## src/rtl/spi_slave_port.sv

```systemverilog
// rtl/spi_slave_port.sv - mode-0 byte SPI slave oversampled in the clk domain
module spi_slave_port #(
    parameter int SYNC_STAGES = 2
) (
    input  logic       clk,
    input  logic       rst_n,
    input  logic       chip_enable,
    input  logic       sclk,
    input  logic       mosi,
    output logic       miso,
    output logic       miso_oe,
    output logic [7:0] rx_data,
    output logic       rx_valid,
    input  logic [7:0] tx_data,
    output logic       tx_load,
    output logic       frame_active
);

    typedef enum logic {
        IDLE,
        ACTIVE
    } state_t;

    state_t state, state_next;

    logic [SYNC_STAGES-1:0] sclk_sync, mosi_sync, cs_sync;
    logic       sclk_d, cs_d;
    logic       sclk_s, mosi_s, cs_s;
    logic       sclk_rise, sclk_fall, cs_rise, cs_fall;
    logic [2:0] bit_cnt;
    logic [7:0] rx_sr, rx_next, tx_sr;
    logic       skip_fall;
    logic       miso_r;

    // Equal-depth synchronizers keep mosi aligned with the detected sclk edge
    always_ff @(posedge clk or negedge rst_n) begin
        if (!rst_n) begin
            sclk_sync <= '0;
            mosi_sync <= '0;
            cs_sync   <= '0;
            sclk_d    <= 1'b0;
            cs_d      <= 1'b0;
        end else begin
            sclk_sync <= {sclk_sync[SYNC_STAGES-2:0], sclk};
            mosi_sync <= {mosi_sync[SYNC_STAGES-2:0], mosi};
            cs_sync   <= {cs_sync[SYNC_STAGES-2:0], chip_enable};
            sclk_d    <= sclk_sync[SYNC_STAGES-1];
            cs_d      <= cs_sync[SYNC_STAGES-1];
        end
    end

    assign sclk_s    = sclk_sync[SYNC_STAGES-1];
    assign mosi_s    = mosi_sync[SYNC_STAGES-1];
    assign cs_s      = cs_sync[SYNC_STAGES-1];
    assign sclk_rise = sclk_s & ~sclk_d;
    assign sclk_fall = ~sclk_s & sclk_d;
    assign cs_fall   = ~cs_s & cs_d;
    assign cs_rise   = cs_s & ~cs_d;
    assign rx_next   = {rx_sr[6:0], mosi_s};

    always_ff @(posedge clk or negedge rst_n) begin
        if (!rst_n) begin
            state <= IDLE;
        end else begin
            state <= state_next;
        end
    end

    always_comb begin
        state_next = state;
        case (state)
            IDLE:    if (cs_fall) state_next = ACTIVE;
            ACTIVE:  if (cs_rise) state_next = IDLE;
            default: state_next = IDLE;
        endcase
    end

    always_comb begin
        frame_active = (state == ACTIVE);
        miso_oe      = (state == ACTIVE);
        miso         = miso_r;
    end

    always_ff @(posedge clk or negedge rst_n) begin
        if (!rst_n) begin
            bit_cnt   <= 3'd0;
            rx_sr     <= 8'h00;
            tx_sr     <= 8'h00;
            rx_data   <= 8'h00;
            rx_valid  <= 1'b0;
            tx_load   <= 1'b0;
            skip_fall <= 1'b0;
            miso_r    <= 1'b0;
        end else begin
            rx_valid <= 1'b0;
            tx_load  <= 1'b0;
            case (state)
                IDLE: begin
                    bit_cnt   <= 3'd0;
                    skip_fall <= 1'b0;
                    miso_r    <= 1'b0;
                    if (cs_fall) begin
                        tx_sr   <= tx_data;
                        tx_load <= 1'b1;
                        miso_r  <= tx_data[7];
                    end
                end
                ACTIVE: begin
                    if (sclk_rise) begin
                        rx_sr <= rx_next;
                        if (bit_cnt == 3'd7) begin
                            rx_data  <= rx_next;
                            rx_valid <= 1'b1;
                            bit_cnt  <= 3'd0;
                            // The reloaded MSB must survive the next falling edge
                            if (!cs_rise) begin
                                tx_sr     <= tx_data;
                                tx_load   <= 1'b1;
                                skip_fall <= 1'b1;
                            end
                        end else begin
                            bit_cnt <= bit_cnt + 3'd1;
                        end
                    end
                    if (sclk_fall) begin
                        if (skip_fall) begin
                            skip_fall <= 1'b0;
                            miso_r    <= tx_sr[7];
                        end else begin
                            tx_sr  <= {tx_sr[6:0], 1'b0};
                            miso_r <= tx_sr[6];
                        end
                    end
                    if (cs_rise) begin
                        bit_cnt   <= 3'd0;
                        skip_fall <= 1'b0;
                        miso_r    <= 1'b0;
                    end
                end
                default: begin
                    bit_cnt <= 3'd0;
                    miso_r  <= 1'b0;
                end
            endcase
        end
    end

endmodule

```

## config.mk

```make
export PLATFORM = sky130hd
export DESIGN_NAME = spi_slave_port
export DESIGN_NICKNAME = d
export VERILOG_FILES = /design/src/rtl/spi_slave_port.sv
export SDC_FILE = /design/constraint.sdc
export NUM_CORES = 1
export LEC_CHECK = 0
export ABC_CLOCK_PERIOD_IN_PS = 2050
export CAP_MARGIN = 20
export CORE_UTILIZATION = 51
export DETAILED_ROUTE_END_ITERATION = 10
export PLACE_DENSITY_LB_ADDON = 0.25
export SLEW_MARGIN = 20
export SYNTH_ARGS = -nofsm -noshare
export SYNTH_HDL_FRONTEND = slang
export SYNTH_SLANG_ARGS = --single-unit
export TNS_END_PERCENT = 30
```

## constraint.sdc

```tcl
create_clock -name clk -period 2.05 [get_ports clk]
set_input_delay 0.3075 -clock clk [delete_from_list [all_inputs] [get_ports clk]]
set_output_delay 0.3075 -clock clk [all_outputs]
set_load 0.005 [all_outputs]
```

Word level (Yosys, flattened, before mapping)
Index checks and enable logic that the tools add are counted.
{ "classes": {"addsub": 1, "mul": 0, "div": 0, "order_cmp": 0, "eq_ne": 4, "n_shift": 0, "n_mux": 31, "bitwise_logic": 9, "n_reduce_logical": 2} }
{ "op_table": {"columns": ["operator", "n"], "rows": [
  ["$mux W8", 6],
  ["$mux W1", 16],
  ["$pmux W8 S2", 1],
  ["$mux W3", 3],
  ["$pmux W1 S2", 4],
  ["$ne A3 B1 Y1 const B", 2],
  ["$pmux W3 S2", 1],
  ["$not A1 Y1", 5],
  ["$and A1 B1 Y1", 4],
  ["$add A3 B1 Y3 const B", 1],
  ["$eq A3 B3 Y1 const B", 1],
  ["$reduce_and A3 Y1", 1],
  ["$ne A2 B2 Y1 const B", 1],
  ["$reduce_and A2 Y1", 1]
]} }
{ "totals": {"register_bits": 39, "latchBits": 0, "mem_bits_rw": 0, "mem_bits_ro": 0, "inputBits": 13, "output_inout_bits": 13, "elab_cells": 61, "n_memories": 0} }

Longest topological paths before layout
{ "depth": {"ltp_word": 8, "mapped_depth": 7, "mapped_depth_nobuf": 6} }

Least setup slack after synthesis
OpenSTA, ideal clock, no wires.
{ "synth_path": {"path_kind": "register to register", "start": "register bit_cnt[0]", "end": "register tx_sr[1]", "setup_time_ns": 0.118, "arrival_time_ns": 1.660, "required_time_ns": 1.932, "slack_ns": 0.272, "path_stages_with_launch": 8, "n_path_buf": 1, "synth_period_minus_slack_ns": 1.778, "path_cell_list": "dfrtp_1 -> ha_1 -> ha_1 -> and2_0 -> a31o_1 -> buf_6 -> a22o_1 -> a21o_1"} }
{ "synth_between": {"elab_chain_cells": 6} }
{ "synth_rtl": {"columns": ["item", "line_no", "rtl"], "rows": [
  ["start: declaration", "30", "logic [2:0] bit_cnt;"],
  ["start signal: assignment", "122", "bit_cnt <= bit_cnt + 3'd1;"],
  ["$eq A3 B3 Y1 (*)", "111", "if (bit_cnt == 3'd7) begin"],
  ["$mux W8 (*)", "111", null],
  ["$mux W8 (*)", "109", "if (sclk_rise) begin"],
  ["$mux W8", "126", "if (skip_fall) begin"],
  ["$mux W8 (*)", "125", "if (sclk_fall) begin"],
  ["$pmux W8 S2 (*)", "97", "case (state)"],
  ["end signal: assignment", "103", "tx_sr <= tx_data;"],
  ["end signal: assignment", "117", "tx_sr <= tx_data;"],
  ["end signal: assignment", "130", "tx_sr <= {tx_sr[6:0], 1'b0};"],
  ["end: declaration", "31", "logic [7:0] rx_sr, rx_next, tx_sr;"]
]} }
Mark *: on every way between the ends. The rest lies on a longest branch, timed or not.
A chain may end at the register's enable or synchronous reset.

Worst setup path after layout
{ "layout_path": {"start": "register bit_cnt[0]", "end": "register tx_sr[5]"} }
Same word-level chain as after synthesis.

==> flow_metrics.py <==
metrics = {
    "floorplanning": {
        "initial_utilization_pct": 55.6,
        "die_w_um": 57.5,
        "die_h_um": 57.5,
        "placementRows": 19,
        "design.core.area_um2": 2830,
        "pin_count": 26,
        "die_area_um2": 3310,
    },
    "route": {
        "vias_per_cell": 5.61,
        "via_count": 977,
        "routed_wl_um": 2610,
        "firstDrtPassIters": 6,
        "first_iter_violations": 20,
        "ant_nets": 0,
        "drc": 1,
        "wl_per_cell_um": 15.0,
    },
    "worst_setup_path": {
        "cp-start-kind": "flip-flop",
        "path_depth": 6,
        "r2r-start": "bit_cnt[0]",
        "critical_path.most_common_cell": "ha_1",
        "crit_path_max_incr_delay_ns": 0.41,
        "critPathSlowestCell": "dfrtp_1",
        "crit_family": "compound AO/OA/AOI/OAI gates",
        "reg2reg_to": "tx_sr[5]",
        "endpoint_kind": "flip-flop",
        "criticalPathCategory": "flip-flop to flip-flop",
        "ff2ff_path_depth": 6,
        "crit_fanout": 10,
        "r2r_setup_slack_ns": 0.10,
        "arrival_ns": 2.19,
        "path_buf_inv": 0,
        "path_cells": "ha_1 -> ha_1 -> and2_0 -> a31o_1 -> a22o_1 -> a21o_1",
        "crit_required_ns": 2.29,
    },
    "cts": {
        "cts_resized": 0,
        "cts.sinks": 39,
        "clk_pin_slew_worst_paths_ns": 0.10,
        "cts_tree": "done",
        "numCtsBuffers": 5,
        "clock_path_buffers": 2,
        "cts_root_buf": "clkbuf_4",
        "h-tree-depth": 2,
        "postCtsSetupBuffers": 0,
        "clock_latency_ns": 0.34,
        "hold_buffers": 0,
    },
    "grt": {
        "grt_start_max_net_pins": 40,
        "antenna_found_initial": 0,
        "track_usage_pct": 19.5,
        "grt_pass1_wl_um": 4630,
        "grt_pass1_vias": 1023,
        "grt-ovfl-total": 0,
    },
    "synthesis": {
        "syn_inst": 114,
        "synth_nets": 130,
        "synth_cell_types": 27,
        "ys_warn_count": 0,
        "netlist_area_um2": 1570,
        "synth.ff_latch_count": 39,
        "ys_seq_area_share_pct": 62.1,
        "postSynthAreaPerCell_um2": 13.8,
    },
    "finish": {
        "finish.net_count": 158,
        "num_antenna_cells": 0,
        "fin_util_pct": 67.5,
        "drive_gt1_share_pct": 12.6,
        "syn_to_final_growth_pct": 21.5,
    },
    "timing": {
        "hold_viol": 0,
        "clock.fmax_ghz": 0.514,
        "relSlewSlack_pct": 43.7,
        "clock_skew_ns": 0.00774,
        "holdWs_ns": 0.0651,
        "fin_crit_ns": 1.95,
        "setup_violations": 0,
        "finalCritPeriodShare_pct": 94.9,
        "worst_pin_slew_ns": 0.844,
        "final.setup.tns_ns": 0,
        "grt_setup_unrepaired": "false",
        "slew_viol_final": 0,
    },
    "run_status": {
        "violations": "design-rule violations",
        "status": "complete, but fails checks",
    },
    "worst_hold_path": {
        "holdCritPathClass": "input pin to asynchronous set/reset pin",
    },
    "placement": {
        "place.gp.congestion": 0.728,
        "post-dp-hpwl_um": 1850,
        "io_buffers": 25,
    },
    "flow_run": {
        "drv_cap": 0,
    },
    "power": {
        "peakVddDrop_mv": 0.522,
        "leakage_nw": 0.932,
        "power.density_nw_per_um2": 897,
    },
}
[registers in the layout, indices dropped and copies added, names as in the netlist]
signal and count:
bit_cnt 3, cs_d 1, cs_sync 2, frame_active 1, miso 1, mosi_sync 2, rx_data 8, rx_sr 7
rx_valid 1, sclk_d 1, sclk_sync 2, skip_fall 1, tx_load 1, tx_sr 8
[per-layer routing]
layer,vias to the layer above,routed length [um],global-route usage (%)
met5,-,0,0
met1,492,1060,22.7
met3,6,137,7.71
met4,0,60,9.76
li1,457,-,-
met2,22,1350,31.4
[where the power goes]
group	total, mW	leakage, nW	switching, mW	internal, mW
combinational	0.220	0.386	0.0859	0.134
clock	0.527	0.0482	0.239	0.288
sequential	0.966	0.497	0.0799	0.886
[worst max path at each step]
stage / slack [ns] / end / from
2_1_floorplan: 0.27 / tx_sr[1] / bit_cnt[0]
3_3_place_gp: 0.18 / tx_sr[4] / bit_cnt[0]
3_5_place_dp: 0.13 / tx_sr[3] / bit_cnt[0]
4_1_cts: 0.1 / tx_sr[3] / bit_cnt[0]
5_1_grt: 0.01 / tx_sr[2] / bit_cnt[0]
6_report: 0.10 / tx_sr[5] / bit_cnt[0]
[cell families after synthesis]
logic type	after synthesis	share of synthesized area [%]
flip-flops	39	62.1
multiplexers	21	14.6
adder cells (fa/ha/maj)	3	2.39
AO/OA/AOI/OAI	20	9.32
buffers and inverters	6	2.79
AND/OR/NAND/NOR	25	8.76
[stage by stage]
stage | cells | setup WS (ns) | power (mW) | instance area (um^2)
floorplan | 114 | 0.272 | 1.11 | 1570
global placement | 166 | 0.185 | 1.19 | 1820
detailed placement | 166 | 0.128 | 1.21 | 1820
CTS | 174 | 0.0964 | 1.74 | 1910
global route | 174 | 0.0120 | 1.81 | 1910
finish | 174 | 0.104 | 1.71 | 1910
[cells in the mapped netlist]
library cell  count  share of area (%)
nor2b_1           3                1.2
nor2_1            6                1.4
ha_1              3                2.4
nor2_4            1               0.72
a22o_1            6                3.3
o22ai_1           1               0.40
nand3_1           2               0.64
dfrtp_1          39                 62
nor3b_1           1               0.48
and2_0            1               0.40
mux2i_1           5                3.2
nor3_1            1               0.32
buf_4             1               0.48
mux2_1           10                7.2
a31oi_1           1               0.40
a31o_1            1               0.56
nand2_1           5                1.2
and3b_1           1               0.56
inv_1             1               0.24
nand2b_1          3                1.2
nand3_2           1               0.64
a21oi_1           3               0.96
mux2_2            6                4.3
buf_6             2                1.4
buf_2             2               0.64
o21ai_1           1               0.32
a21o_1            7                3.3
[layout by cell type (no fill, tap or decap)]
master,instances
and2_0,1
a21o_1,7
inv_1,1
nor3_1,1
a31o_1,1
clkdlybuf4s50_1,24
dfrtp_1,39
o21ai_1,1
nand3_1,2
a21oi_1,3
buf_4,1
nor2_1,6
mux2_2,6
and3b_1,1
bufinv_16,1
mux2_1,10
clkinv_2,1
nor2_4,1
mux2i_1,5
nor2b_1,3
a22o_1,6
a31oi_1,1
clkbuf_4,5
buf_2,1
nand3_2,1
ha_1,3
nor3b_1,1
nand2_1,5
nand2b_1,3
o22ai_1,1
clkbuf_8,1
[final cells by class]
cell class / instances / area [um^2]
Inverter: 1 / 3.75
Sequential cell: 39 / 976
Timing Repair Buffer: 26 / 253
Tap cell: 31 / 38.8
Multi-Input combinational cell: 69 / 552
Clock inverter: 2 / 35.0
Fill cell: 218 / 920
Clock buffer: 6 / 51.3
Power figures use the tool's default switching activity.
